--- src/rtl/apb_cfg_regfile.sv ---
// Configuration register file for the DFE filter array, loaded through an
// IDLE/SETUP/ACCESS transaction sequencer; all fields drive the filters continuously.
module apb_cfg_regfile #(
  parameter int unsigned ADDR_WIDTH  = 7,
  parameter int unsigned PDATA_WIDTH = 32,
  parameter int unsigned COEFF_WIDTH = 20,
  parameter int unsigned N_TAP       = 72,
  parameter int unsigned NUM_DENUM   = 5,
  parameter int unsigned COMP        = 4
) (
  input  logic                          clk,
  input  logic                          rst_n,
  input  logic                          MTRANS,
  input  logic                          MWRITE,
  input  logic [COMP-1:0]               MSELx,
  input  logic [ADDR_WIDTH-1:0]         MADDR,
  input  logic signed [COEFF_WIDTH-1:0] MWDATA,
  output logic [PDATA_WIDTH-1:0]        MRDATA,
  output logic                          FRAC_DECI_VLD,
  output logic signed [COEFF_WIDTH-1:0] FRAC_DECI_OUT [N_TAP],
  output logic                          IIR_24_VLD,
  output logic                          IIR_5_1_VLD,
  output logic                          IIR_5_2_VLD,
  output logic signed [COEFF_WIDTH-1:0] IIR_24_OUT [NUM_DENUM],
  output logic signed [COEFF_WIDTH-1:0] IIR_5_1_OUT [NUM_DENUM],
  output logic signed [COEFF_WIDTH-1:0] IIR_5_2_OUT [NUM_DENUM],
  output logic [4:0]                    CTRL,
  output logic [4:0]                    CIC_R_OUT,
  output logic [1:0]                    OUT_SEL,
  output logic [2:0]                    COEFF_SEL,
  output logic [2:0]                    STATUS
);

  localparam int unsigned N_CTRL        = 5;
  localparam int unsigned IIR24_BASE    = N_TAP;
  localparam int unsigned IIR51_BASE    = IIR24_BASE + NUM_DENUM;
  localparam int unsigned IIR52_BASE    = IIR51_BASE + NUM_DENUM;
  localparam int unsigned CIC_ADDR      = IIR52_BASE + NUM_DENUM;
  localparam int unsigned CTRL_BASE     = CIC_ADDR + 1;
  localparam int unsigned OUTSEL_ADDR   = CTRL_BASE + N_CTRL;
  localparam int unsigned COEFFSEL_ADDR = OUTSEL_ADDR + 1;
  localparam int unsigned STATUS_ADDR   = COEFFSEL_ADDR + 1;
  localparam int unsigned FRAC_IW       = $clog2(N_TAP);
  localparam int unsigned IIR_IW        = $clog2(NUM_DENUM);
  localparam int unsigned CTRL_IW       = $clog2(N_CTRL);

  localparam logic [COMP-1:0] SEL_FRAC = COMP'(1);
  localparam logic [COMP-1:0] SEL_IIR  = COMP'(2);
  localparam logic [COMP-1:0] SEL_CIC  = COMP'(4);
  localparam logic [COMP-1:0] SEL_CFG  = COMP'(8);

  typedef enum logic [1:0] {S_IDLE, S_SETUP, S_ACCESS} state_t;

  state_t                         state, state_nxt;
  logic                           mtrans_d;
  logic                           req_write;
  logic [ADDR_WIDTH-1:0]          req_addr;
  logic [COMP-1:0]                req_sel;
  logic signed [COEFF_WIDTH-1:0]  req_wdata;

  logic                           start_c, access_c;
  logic [31:0]                    addr_c;
  logic                           in_frac_c, in_iir24_c, in_iir51_c, in_iir52_c;
  logic                           in_cic_c, in_ctrl_c, in_outsel_c, in_coeffsel_c, in_status_c;
  logic                           legal_c, wr_c, rd_c;
  logic [FRAC_IW-1:0]             frac_idx_c;
  logic [IIR_IW-1:0]              iir24_idx_c, iir51_idx_c, iir52_idx_c;
  logic [CTRL_IW-1:0]             ctrl_idx_c;
  logic [PDATA_WIDTH-1:0]         rdata_c;

  function automatic logic [PDATA_WIDTH-1:0] sext(input logic signed [COEFF_WIDTH-1:0] v);
    return {{(PDATA_WIDTH - COEFF_WIDTH){v[COEFF_WIDTH-1]}}, v};
  endfunction

  // Sequencer state register
  always_ff @(posedge clk) begin
    if (rst_n) state <= S_IDLE;
    else       state <= state_nxt;
  end

  // Only a fresh MTRANS rising edge seen in IDLE opens a transaction
  always_comb begin
    state_nxt = state;
    start_c   = 1'b0;
    access_c  = 1'b0;
    case (state)
      S_IDLE: begin
        if (MTRANS && !mtrans_d) begin
          start_c   = 1'b1;
          state_nxt = S_SETUP;
        end
      end
      S_SETUP:  state_nxt = S_ACCESS;
      S_ACCESS: begin
        access_c  = 1'b1;
        state_nxt = S_IDLE;
      end
      default:  state_nxt = S_IDLE;
    endcase
  end

  // Address decode and region/select legality of the latched request
  always_comb begin
    addr_c        = 32'(req_addr);
    in_frac_c     = addr_c < IIR24_BASE;
    in_iir24_c    = (addr_c >= IIR24_BASE) && (addr_c < IIR51_BASE);
    in_iir51_c    = (addr_c >= IIR51_BASE) && (addr_c < IIR52_BASE);
    in_iir52_c    = (addr_c >= IIR52_BASE) && (addr_c < CIC_ADDR);
    in_cic_c      = addr_c == CIC_ADDR;
    in_ctrl_c     = (addr_c >= CTRL_BASE) && (addr_c < OUTSEL_ADDR);
    in_outsel_c   = addr_c == OUTSEL_ADDR;
    in_coeffsel_c = addr_c == COEFFSEL_ADDR;
    in_status_c   = addr_c == STATUS_ADDR;
    legal_c = (in_frac_c && (req_sel == SEL_FRAC))
           || ((in_iir24_c || in_iir51_c || in_iir52_c) && (req_sel == SEL_IIR))
           || (in_cic_c && (req_sel == SEL_CIC))
           || ((in_ctrl_c || in_outsel_c || in_coeffsel_c || in_status_c) && (req_sel == SEL_CFG));
    wr_c        = access_c && req_write && legal_c;
    rd_c        = access_c && !req_write;
    frac_idx_c  = FRAC_IW'(addr_c);
    iir24_idx_c = IIR_IW'(addr_c - IIR24_BASE);
    iir51_idx_c = IIR_IW'(addr_c - IIR51_BASE);
    iir52_idx_c = IIR_IW'(addr_c - IIR52_BASE);
    ctrl_idx_c  = CTRL_IW'(addr_c - CTRL_BASE);
  end

  // Read mux: coefficients sign-extended, control fields zero-extended, illegal reads 0
  always_comb begin
    rdata_c = '0;
    if (legal_c) begin
      if (in_frac_c)          rdata_c = sext(FRAC_DECI_OUT[frac_idx_c]);
      else if (in_iir24_c)    rdata_c = sext(IIR_24_OUT[iir24_idx_c]);
      else if (in_iir51_c)    rdata_c = sext(IIR_5_1_OUT[iir51_idx_c]);
      else if (in_iir52_c)    rdata_c = sext(IIR_5_2_OUT[iir52_idx_c]);
      else if (in_cic_c)      rdata_c = PDATA_WIDTH'(CIC_R_OUT);
      else if (in_ctrl_c)     rdata_c = PDATA_WIDTH'(CTRL[ctrl_idx_c]);
      else if (in_outsel_c)   rdata_c = PDATA_WIDTH'(OUT_SEL);
      else if (in_coeffsel_c) rdata_c = PDATA_WIDTH'(COEFF_SEL);
      else if (in_status_c)   rdata_c = PDATA_WIDTH'(STATUS);
    end
  end

  // Request latch, register file, read data and completion pulses
  always_ff @(posedge clk) begin
    if (rst_n) begin
      mtrans_d      <= 1'b0;
      req_write     <= 1'b0;
      req_addr      <= '0;
      req_sel       <= '0;
      req_wdata     <= '0;
      MRDATA        <= '0;
      FRAC_DECI_VLD <= 1'b0;
      IIR_24_VLD    <= 1'b0;
      IIR_5_1_VLD   <= 1'b0;
      IIR_5_2_VLD   <= 1'b0;
      CTRL          <= '0;
      CIC_R_OUT     <= '0;
      OUT_SEL       <= '0;
      COEFF_SEL     <= '0;
      STATUS        <= '0;
      for (int i = 0; i < int'(N_TAP); i++) FRAC_DECI_OUT[i] <= '0;
      for (int i = 0; i < int'(NUM_DENUM); i++) begin
        IIR_24_OUT[i]  <= '0;
        IIR_5_1_OUT[i] <= '0;
        IIR_5_2_OUT[i] <= '0;
      end
    end else begin
      mtrans_d      <= MTRANS;
      FRAC_DECI_VLD <= 1'b0;
      IIR_24_VLD    <= 1'b0;
      IIR_5_1_VLD   <= 1'b0;
      IIR_5_2_VLD   <= 1'b0;
      if (start_c) begin
        req_write <= MWRITE;
        req_addr  <= MADDR;
        req_sel   <= MSELx;
        req_wdata <= MWDATA;
      end
      if (wr_c) begin
        if (in_frac_c)     FRAC_DECI_OUT[frac_idx_c] <= req_wdata;
        if (in_iir24_c)    IIR_24_OUT[iir24_idx_c]   <= req_wdata;
        if (in_iir51_c)    IIR_5_1_OUT[iir51_idx_c]  <= req_wdata;
        if (in_iir52_c)    IIR_5_2_OUT[iir52_idx_c]  <= req_wdata;
        if (in_cic_c)      CIC_R_OUT                 <= req_wdata[4:0];
        if (in_ctrl_c)     CTRL[ctrl_idx_c]          <= req_wdata[0];
        if (in_outsel_c)   OUT_SEL                   <= req_wdata[1:0];
        if (in_coeffsel_c) COEFF_SEL                 <= req_wdata[2:0];
        if (in_status_c)   STATUS                    <= req_wdata[2:0];
        FRAC_DECI_VLD <= addr_c == (IIR24_BASE - 1);
        IIR_24_VLD    <= addr_c == (IIR51_BASE - 1);
        IIR_5_1_VLD   <= addr_c == (IIR52_BASE - 1);
        IIR_5_2_VLD   <= addr_c == (CIC_ADDR - 1);
      end
      if (rd_c) MRDATA <= rdata_c;
    end
  end

endmodule

--- config.mk ---
export PLATFORM = sky130hd
export DESIGN_NAME = apb_cfg_regfile
export DESIGN_NICKNAME = d
export VERILOG_FILES = /design/src/rtl/apb_cfg_regfile.sv
export SDC_FILE = /design/constraint.sdc
export NUM_CORES = 2
export LEC_CHECK = 0
export ABC_CLOCK_PERIOD_IN_PS = 5350
export BUFFER_PORTS_ARGS = -buffer_cell sky130_fd_sc_hd__buf_2
export CAP_MARGIN = 20
export CORE_AREA = 2 2 704 706
export CTS_CLUSTER_DIAMETER = 150
export DETAILED_ROUTE_END_ITERATION = 8
export DIE_AREA = 0 0 706 708
export HOLD_SLACK_MARGIN = 0.08
export SETUP_SLACK_MARGIN = 0.2
export SYNTH_ARGS = -nofsm -noshare
export SYNTH_HDL_FRONTEND = slang
export SYNTH_SLANG_ARGS = --single-unit
--- constraint.sdc ---
create_clock -name clk -period 5.35 [get_ports clk]
set_input_delay 0.535 -clock clk [delete_from_list [all_inputs] [get_ports clk]]
set_output_delay 0.535 -clock clk [all_outputs]
set_load 0.01 [all_outputs]
==> flow_metrics.py <==
metrics = {
    "run_status": {
        "outcome": "finished clean",
    },
    "cts": {
        "clock_path_buffers": 4,
        "numClockSinks": 1817,
        "clk_pin_slew_ns": 0.06,
        "cts_resized": 0,
        "htreeDepth": 4,
        "numCtsBuffers": 215,
        "cts_tree": "built",
        "clockRootBuffer": "clkbuf_16",
        "clkLatencyLatePin_ns": 0.94,
    },
    "worst_setup_path": {
        "path_class": "flip-flop to flip-flop",
        "required_ns": 6.09,
        "cp-end-kind": "flip-flop",
        "crit_path_start_kind": "flip-flop",
        "ff2ff_setup_slack_ns": 0.68,
        "critPathArrivalTime_ns": 5.41,
        "path_max_fanout": 47,
    },
    "global_route": {
        "gr-total-overflow": 0,
        "grt_start_max_net_pins": 212,
        "grt_pass1_wl_um": 758000,
        "first_global_vias": 70051,
        "grt_antenna_before_repair": 87,
        "grt.total_usage": 0.228,
    },
    "route": {
        "first_iter_violations": 10678,
        "antenna_left": 0,
        "wire_per_inst_um": 36.2,
        "num_vias": 77092,
        "drt_wl_total_um": 601000,
        "firstDrtPassIters": 6,
        "drc_errors": 0,
        "vias_per_cell": 4.64,
    },
    "synthesis": {
        "synth_enable_flop_cells": 0,
        "seq_area_frac_synth": 0.456,
        "yosys.area.top_type_share": 0.456,
        "yosys.area.top_type": "dfxtp_1",
        "synth_seq_cells": 1817,
        "syn-cell-area_sq_um": 79900,
        "async_reset_ff_frac": 0,
        "ys.flop_type": "dfxtp_1",
        "syn_nets": 8429,
        "yosysUniqueCellTypes": 70,
        "synthCells": 8385,
        "yosys_warnings": 0,
        "avgSynthCellArea_sq_um": 9.52,
        "synth_area_leaders": "dfxtp_1 46%, mux2i_1 17%, mux4_2 9.7%",
    },
    "pwr": {
        "pwr-share-seq": 0.433,
        "ir_drop_mv": 0.275,
        "p_leak_nw": 49.5,
        "combPwrFrac": 0.074,
        "p_int_mw": 23.0,
        "power_density_nw_per_um2": 303,
        "power.switching_mw": 8.72,
        "switching_share": 0.275,
        "clkPwrFrac": 0.494,
        "power.total_mw": 31.7,
    },
    "sta": {
        "max_slew_margin": 0.0677,
        "setup_viol": 0,
        "finalCritPeriodShare": 0.873,
        "clock_skew_ns": 0.0842,
        "drv_slew": 0,
        "timing.fmax_ghz": 0.214,
        "tns_ns": 0,
        "min_period_ns": 4.67,
        "tightest_slew_ns": 1.40,
        "grt_setup_unrepaired": "no",
        "hold_violations": 0,
    },
    "floorplan": {
        "pin_count": 1829,
        "core_sq_um": 492000,
        "rows": 258,
        "die_area_sq_um": 500000,
        "dieHeight_um": 708,
        "die_w_um": 706,
        "initial_core_util": 0.162,
    },
    "worst_hold_path": {
        "hp-class": "input pin to flip-flop",
    },
    "final_layout": {
        "stdcell_count": 16623,
        "drive_gt1_frac": 0.301,
        "fin_area_sq_um": 105000,
        "fillers": 54008,
        "syn2layout_area_growth_pct": 31.0,
        "final_common_cell": "buf_2",
        "final_cell_mix": "1827 x buf_2, 1791 x dfxtp_1, 1354 x mux2i_1",
        "nNetsFinal": 9919,
    },
    "place": {
        "port_buffers": 1828,
        "place_area_sq_um": 96700,
        "place.gp.congestion": 0.958,
        "dp.cells": 16120,
        "hpwl_um": 474000,
    },
    "run": {
        "maxCapViolations": 0,
    },
}
## cells in the mapped netlist (all sizes together), types with 24 or more instances
cell type and n:
or4 69, dfxtp 1817, mux2i 1356, clkbuf 681, nand2 1089, a31oi 42, o21ai 59, buf 275
nand3 243, a21oi 635, o211ai 27, mux4 345, nor2 1304, nand4 24, a221oi 28, a211oi 32
o22ai 66, a22oi 39
## worst paths after layout
check,from,endpoint,cells past startpoint
max,frac_idx_c[1],FRAC_DECI_OUT[288],10
max reg2reg,frac_idx_c[1],FRAC_DECI_OUT[288],10
min,MWDATA[17],req_wdata[17],4
min reg2reg,MRDATA[2],MRDATA[2],2
## per-layer routing
| layer | vias to the layer above | share of wire | GRT usage |
|---|---|---|---|
| li1 | 32155 | - | - |
| met1 | 38594 | 0.39 | 0.279 |
| met2 | 5272 | 0.44 | 0.351 |
| met3 | 1039 | 0.12 | 0.0862 |
| met4 | 32 | 0.059 | 0.109 |
| met5 | - | 0.00036 | 0 |
## sequential cells by signal, summed over array words and instances (netlist names)
register       flops
CIC_R_OUT          5
COEFF_SEL          3
CTRL               5
FRAC_DECI_OUT   1440
FRAC_DECI_VLD      1
IIR_24_OUT       100
IIR_24_VLD         1
IIR_5_1_OUT      100
IIR_5_1_VLD        1
IIR_5_2_OUT      100
IIR_5_2_VLD        1
MRDATA            20
OUT_SEL            2
STATUS             3
frac_idx_c         7
mtrans_d           1
req_sel            4
req_wdata         20
req_write          1
state              2
## kinds of logic after synthesis
| family | synth area share |
|---|---|
| buf+inv | 0.0525 |
| fa+ha+maj | 0.00141 |
| compound gates | 0.0736 |
| flops | 0.456 |
| xor+xnor | 0.000219 |
| simple gates | 0.148 |
| mux | 0.269 |
## worst max-delay path, cell delays in order (launching register included)
cell and delay, ns:
dfxtp_4 0.46, inv_4 0.11, ha_1 0.30, a21oi_1 0.33
o221ai_2 0.17, a221oi_1 0.61, o21a_4 0.68, buf_4 0.52
or4_2 0.88, mux2i_1 0.28, nor2_1 0.06
## power groups by stage
stage,registers [mW],logic (mW),clock network [mW]
after global placement,14.0,2.32,0
final,13.7,2.33,15.6
after detailed placement,14.0,2.33,0
after CTS,13.7,2.36,15.8
after floorplan,13.9,1.05,0
after global routing,13.7,2.39,16.3
## cell type report
type | instances | area, sq um | area share
flip-flops and latches | 1817 | 36500 | 0.349
clock buffers | 317 | 6260 | 0.0599
well taps | 6500 | 8130 | 0.0777
clock inverters | 81 | 1110 | 0.0106
diodes | 67 | 168 | 0.00160
inverters | 13 | 63.8 | 0.000610
repair buffers | 2229 | 12700 | 0.122
multi-input cells | 5599 | 39700 | 0.379
## timing repair
item | 4_1_cts | 5_1_grt
endpoints found under the setup margin | 0 | 0
hold buffers | 32 | 2
buffers inserted | 0 | 0
endpoints found under the hold margin | 65 | 2
## metrics by stage
| stage | setup slack, ns | hold slack [ns] | utilization |
|---|---|---|---|
| floorplan | 1.54 | 0.452 | - |
| global placement | 0.0793 | 0.439 | 0.196 |
| detailed placement | 0.719 | 0.444 | 0.196 |
| CTS | 0.698 | 0.116 | 0.212 |
| global route | 0.474 | 0.358 | 0.212 |
| finish | 0.681 | 0.391 | 0.213 |
No activity file was read; power rests on OpenSTA's default activity.
